## src/rtl/id_pkg.sv

```systemverilog
// Shared definitions for the MIPS32 instruction-decode stage: opcodes,
// instruction field positions and small field-extraction helpers.
package id_pkg;

    localparam logic [5:0] OP_RTYPE = 6'h00;
    localparam logic [5:0] OP_BEQ   = 6'h04;
    localparam logic [5:0] OP_BNE   = 6'h05;
    localparam logic [5:0] OP_ANDI  = 6'h0C;
    localparam logic [5:0] OP_ORI   = 6'h0D;
    localparam logic [5:0] OP_XORI  = 6'h0E;
    localparam logic [5:0] OP_LUI   = 6'h0F;
    localparam logic [5:0] OP_LW    = 6'h23;
    localparam logic [5:0] OP_SW    = 6'h2B;

    localparam int OPC_LO = 26;
    localparam int RS_LO  = 21;
    localparam int RT_LO  = 16;
    localparam int RD_LO  = 11;
    localparam int IMM_LO = 0;

    localparam logic [31:0] NOP = 32'h0000_0000;

    typedef enum logic [1:0] {
        IMM_SIGN,
        IMM_ZERO,
        IMM_UPPER
    } imm_kind_e;

    function automatic logic [5:0] opcode_of(input logic [31:0] ir);
        return ir[OPC_LO +: 6];
    endfunction

    function automatic logic [4:0] rs_of(input logic [31:0] ir);
        return ir[RS_LO +: 5];
    endfunction

    function automatic logic [4:0] rt_of(input logic [31:0] ir);
        return ir[RT_LO +: 5];
    endfunction

    function automatic logic [15:0] imm16_of(input logic [31:0] ir);
        return ir[IMM_LO +: 16];
    endfunction

    // Opcodes whose rt field is a source operand rather than a destination.
    function automatic logic uses_rt(input logic [5:0] op);
        return (op == OP_RTYPE) || (op == OP_BEQ) || (op == OP_BNE) || (op == OP_SW);
    endfunction

    function automatic imm_kind_e imm_kind(input logic [5:0] op);
        case (op)
            OP_ANDI, OP_ORI, OP_XORI: return IMM_ZERO;
            OP_LUI:                   return IMM_UPPER;
            default:                  return IMM_SIGN;
        endcase
    endfunction

endpackage

```

## src/rtl/id_regfile.sv

```systemverilog
// Architectural register file: two combinational read ports with write-back
// bypass, one write port, register 0 hard-wired to zero, async clear.
module id_regfile
    import id_pkg::*;
#(
    parameter int XLEN = 32,
    parameter int NREG = 32
) (
    input  logic            clk,
    input  logic            rst,
    input  logic [4:0]      ra_addr_i,
    input  logic [4:0]      rb_addr_i,
    output logic [XLEN-1:0] ra_data_o,
    output logic [XLEN-1:0] rb_data_o,
    input  logic            we_i,
    input  logic [4:0]      waddr_i,
    input  logic [XLEN-1:0] wdata_i
);

    localparam int IW = $clog2(NREG);

    logic [XLEN-1:0] regs_q [NREG];
    logic [IW-1:0]   wi, ai, bi;
    logic            wr_ok;

    assign wi    = waddr_i[IW-1:0];
    assign ai    = ra_addr_i[IW-1:0];
    assign bi    = rb_addr_i[IW-1:0];
    assign wr_ok = we_i && (wi != '0);

    // Entry 0 is never written, so it reads zero without a special read path.
    always_ff @(posedge clk or posedge rst) begin
        if (rst) begin
            for (int i = 0; i < NREG; i++) regs_q[i] <= '0;
        end else if (wr_ok) begin
            regs_q[wi] <= wdata_i;
        end
    end

    assign ra_data_o = (wr_ok && (wi == ai)) ? wdata_i : regs_q[ai];
    assign rb_data_o = (wr_ok && (wi == bi)) ? wdata_i : regs_q[bi];

endmodule

```

## src/rtl/id_stage.sv

```systemverilog
// MIPS32 decode stage: register read, immediate extension and the ID/EX
// register under valid/ready. Load-use stall enabled by ID_LOAD_STALL_EN.
module id_stage
    import id_pkg::*;
#(
    parameter int XLEN = 32,
    parameter int NREG = 32
) (
    input  logic            clk,
    input  logic            rst,
    input  logic            if_valid,
    output logic            if_ready,
    input  logic [XLEN-1:0] npc_if,
    input  logic [31:0]     ir_if,
    input  logic            wb_en,
    input  logic [4:0]      wb_addr,
    input  logic [XLEN-1:0] wb_data,
    input  logic            flush,
    input  logic            ex_ready,
    output logic            id_valid,
    output logic [XLEN-1:0] a,
    output logic [XLEN-1:0] b,
    output logic [XLEN-1:0] imm,
    output logic [XLEN-1:0] npc_id,
    output logic [31:0]     ir_id
);

    logic            id_valid_q, id_valid_d;
    logic [XLEN-1:0] a_q, a_d, b_q, b_d, imm_q, imm_d, npc_q, npc_d;
    logic [31:0]     ir_q, ir_d;
    logic [XLEN-1:0] rf_a, rf_b;
    logic            hazard, adv, accept;

    function automatic logic [XLEN-1:0] ext_imm(input logic [5:0] op, input logic [15:0] i16);
        logic [XLEN+15:0] wide;
        case (imm_kind(op))
            IMM_ZERO:  wide = {{XLEN{1'b0}}, i16};
            IMM_UPPER: wide = {{XLEN{1'b0}}, i16} << 16;
            default:   wide = {{XLEN{i16[15]}}, i16};
        endcase
        return wide[XLEN-1:0];
    endfunction

    id_regfile #(.XLEN(XLEN), .NREG(NREG)) u_rf (
        .clk      (clk),
        .rst      (rst),
        .ra_addr_i(rs_of(ir_if)),
        .rb_addr_i(rt_of(ir_if)),
        .ra_data_o(rf_a),
        .rb_data_o(rf_b),
        .we_i     (wb_en),
        .waddr_i  (wb_addr),
        .wdata_i  (wb_data)
    );

`ifdef ID_LOAD_STALL_EN
    // A load still in ID/EX cannot feed the instruction behind it this cycle.
    assign hazard = if_valid && id_valid_q && (opcode_of(ir_q) == OP_LW)
                    && (rt_of(ir_q) != 5'd0)
                    && ((rt_of(ir_q) == rs_of(ir_if))
                        || (uses_rt(opcode_of(ir_if)) && (rt_of(ir_q) == rt_of(ir_if))));
`else
    assign hazard = 1'b0;
`endif

    assign adv      = !id_valid_q || ex_ready;
    assign accept   = adv && if_valid && !hazard;
    assign if_ready = adv && !hazard && !rst;

    always_comb begin
        id_valid_d = id_valid_q;
        a_d        = a_q;
        b_d        = b_q;
        imm_d      = imm_q;
        npc_d      = npc_q;
        ir_d       = ir_q;
        if (flush) begin
            id_valid_d = 1'b0;
            ir_d       = NOP;
        end else if (accept) begin
            id_valid_d = 1'b1;
            a_d        = rf_a;
            b_d        = rf_b;
            imm_d      = ext_imm(opcode_of(ir_if), imm16_of(ir_if));
            npc_d      = npc_if;
            ir_d       = ir_if;
        end else if (adv) begin
            id_valid_d = 1'b0;
        end
    end

    always_ff @(posedge clk or posedge rst) begin
        if (rst) begin
            id_valid_q <= 1'b0;
            a_q        <= '0;
            b_q        <= '0;
            imm_q      <= '0;
            npc_q      <= '0;
            ir_q       <= NOP;
        end else begin
            id_valid_q <= id_valid_d;
            a_q        <= a_d;
            b_q        <= b_d;
            imm_q      <= imm_d;
            npc_q      <= npc_d;
            ir_q       <= ir_d;
        end
    end

    assign id_valid = id_valid_q;
    assign a        = a_q;
    assign b        = b_q;
    assign imm      = imm_q;
    assign npc_id   = npc_q;
    assign ir_id    = ir_q;

endmodule

```

## config.mk

```make
export PLATFORM = sky130hd
export DESIGN_NAME = id_stage
export DESIGN_NICKNAME = d
export VERILOG_FILES = /design/src/rtl/id_pkg.sv /design/src/rtl/id_regfile.sv /design/src/rtl/id_stage.sv
export SDC_FILE = /design/constraint.sdc
export NUM_CORES = 2
export LEC_CHECK = 0
export ABC_AREA = 1
export BUFFER_PORTS_ARGS = -buffer_cell sky130_fd_sc_hd__buf_2
export CAP_MARGIN = 20
export CORE_MARGIN = 10
export CORE_UTILIZATION = 44
export CTS_CLUSTER_SIZE = 16
export DETAILED_ROUTE_END_ITERATION = 7
export GPL_ROUTABILITY_DRIVEN = 0
export HOLD_SLACK_MARGIN = 0.12
export SYNTH_ARGS = -nofsm -noshare
export SYNTH_HDL_FRONTEND = slang
export SYNTH_SLANG_ARGS = --single-unit
```

## constraint.sdc

```tcl
create_clock -name clk -period 39.1 [get_ports clk]
set_input_delay 3.91 -clock clk [delete_from_list [all_inputs] [get_ports clk]]
set_output_delay 3.91 -clock clk [all_outputs]
set_load 0.05 [all_outputs]
```

==> metrics <==
status=complete, no violations; TritonCTS clock tree=done; vias=between 60,000 and 70,000; share of flip-flops with an asynchronous set or reset=100.0%; Placed Area=66,520 um^2; fin nets=9,242; drt total wl=between 200 and 300 mm; register area=29,650 um^2; Placed Cells=around 11,000; pin slew with the least headroom to its limit=1.256 ns; Max clock buf depth=3; worst hold stages=0; Unique masters post-synth=27; 1st-pass router iterations=8; PortBufs=between 200 and 300; switching pwr=around 1300 uW; initial antenna violation count=9; leakage power=0.03549 uW; Yosys top cell by area=dfrtp_1; #FFs+latches synth=1,185; hold_buf cts=0; critical path cell sequence=buf_2 -> a21oi_1 -> buf_2; cell count after synthesis=9,411; cells on worst reg2reg path=8; Crit Path Class=in2out; Util after Layout=about 49%; max-cap violations=0; die height=a little over 400 um; post-synth top area share=45.68%; Fill cells=14,760; CTS sink cnt=approximately 1,200; Area contributors post-synth=dfrtp_1 46%, nand2_1 23%, nand3_1 12%; CP delay by family, top=buffers and inverters; Finished Layout Cells=11,160; Commonest cells post-synth=3,971 x nand2_1, 1,519 x nand3_1, 1,185 x dfrtp_1, 942 x o21ai_0, 508 x clkbuf_1; final setup fails=0; Worst Hold Path EP=u_rf.regs_q[997]$_DFFE_PP0P_; clock slew at reported path FFs=~0.06 ns; reg-to-reg slack, setup=36.62 ns; Critical Path RT=35.19 ns; final worst-path cycle share=21.38%; All-Layer GR Usage=32.06%; Avg WL per Cell=between 20 and 25 um; max_slew headroom=16.28%; PD cells=52.97 nW/um^2; H-Tree Depth=4; worst r2r src=id_valid$_DFFE_PP0P_; EDFF count, synth=0; Rows=140; # DRC=0; Boundary Pins=269; first-pass GRT wire length=399.7 mm; Peak VDD IR=0.00004412 V; crit-path max FO=2; clk_lat worst skew=0.79 ns; core area=between 100,000 and 150,000 um^2; cell area after layout=71,330 um^2; Main synth FF type=dfrtp_1; RSZ-0062 raised after global routing=no; Flop pwr share=a little over two fifths; combinational fraction of design power=21.3%; CTS resizes=0; CTS root buf=clkbuf_16; sequential-to-total area share from yosys stat=45.68%; share of cells above drive strength 1=7.597%; min Tclk post-route=8.360 ns; post-route ant nets=0; CP max-delay cell=buf_2; DP HPWL=142.7 mm; Mapped Area=64,910 um^2; Area Growth Syn to Fin=9.889%; number of global-route vias before repair=60,710; r2r endpoint=imm[27]$_DFFE_PP0P_; Slew Viols, Final=0; Critical Path AT=4.45 ns; cell mode on critical path=buf_2; syn_nets=9,520; switching part of the total=33.57%; worst path bufs/invs=2; final hold vios=0; Avg Cell Area, Syn=just under 7 um^2; footprint of the multi-input gates=30,270 um^2; die width=404.1 um; final setup TNS=0 ns; total setup buffers inserted after CTS=0; Starting DRT DRC Count=9,399; crit-path max cell delay=0.28 ns; CP Capture Type=output pin; vias per cell=5.805; largest net degree at the start of global routing=178; top-count cell post-synth=nand2_1; Starting Density=between 40% and 50%; CTS buffer count=about 140; Layout Skew=0.03134 ns; P_int=2510 uW; Fmax achieved=0.1196 GHz; hold crit path type=reg2reg; DIE AREA=163,300 um^2; Clock power frac=35.8%; Congestion Overflow GR=0; Synth warnings=0; Hold Path Origin=u_rf.regs_q[997]$_DFFE_PP0P_; Setup crit start kind=primary input
## cells in the final DEF (no fill, tap or decap), types with 116 or more instances in the layout
cell	n
inv_1	481
clkbuf_16	147
dfrtp_1	1185
o21ai_0	942
nand3_1	1519
a21oi_1	128
buf_2	260
nor2_1	137
o211ai_1	116
nand2_1	3956
## worst register-to-register path, delay by kind of cell (launching register included)
family                 cells  cell delay, ns
AO/OA/AOI/OAI              1            0.13
buffers and inverters      3            1.51
flip-flops                 1            0.36
AND/OR/NAND/NOR            4            0.41
## flip-flops by register name, indices dropped and copies added (netlist names)
signal / cells
ir_id: 32
a: 32
u_rf.regs_q: 1024
b: 32
npc_id: 32
imm: 32
id_valid: 1
## power by group through the flow
| stage | clock, uW | combinational, uW | sequential [uW] |
|---|---|---|---|
| after floorplan | 0 | 507 | 1680 |
| after global placement | 0 | 781 | 1630 |
| after detailed placement | 0 | 795 | 1630 |
| after CTS | 1370 | 797 | 1610 |
| after global routing | 1420 | 907 | 1650 |
| final | 1350 | 805 | 1620 |
## kinds of logic after synthesis
group	after synthesis	share of synthesized area, %
AO/OA/AOI/OAI	1219	9.852
flip-flops	1185	45.68
buffers and inverters	1293	7.971
AND/OR/NAND/NOR	5705	36.36
XOR/XNOR	7	0.09445
adder cells (fa/ha/maj)	2	0.03855
## through the flow
step	power [uW]	setup WS (ns)	hold slack [ns]
final	3778	30.74	0.3815
after global placement	2409	30.75	0.3653
after detailed placement	2427	30.73	0.3680
after global routing	3971	30.71	0.3817
after CTS	3779	30.72	0.3792
after floorplan	2188	1.809	0.4290
## routing by layer
metal | wire, um | GRT usage (%)
met1 | 110800 | 44.12
met2 | 113500 | 47.39
met3 | 27840 | 6.360
met4 | 15880 | 17.20
met5 | 12 | 0
## worst max-delay path by stage
stage | start | to | slack (ns) | depth (start not counted)
floorplan | rst | a[0]$_DFFE_PP0P_ | 1.81 | 1
global placement | rst | if_ready | 30.75 | 3
detailed placement | rst | if_ready | 30.73 | 3
CTS | rst | if_ready | 30.72 | 3
global route | rst | if_ready | 30.71 | 3
finish | rst | if_ready | 30.74 | 3
## layout make-up
type | instances | share of cell area, %
flip-flops and latches | 1185 | 41.57
multi-input cells | 6933 | 42.43
clock buffers | 210 | 5.938
inverters | 501 | 2.724
well taps | 1917 | 3.363
clock inverters | 38 | 0.6315
diodes | 4 | 0.01403
repair buffers | 373 | 3.324
Note: power is estimated with default switching activity, not from simulation.
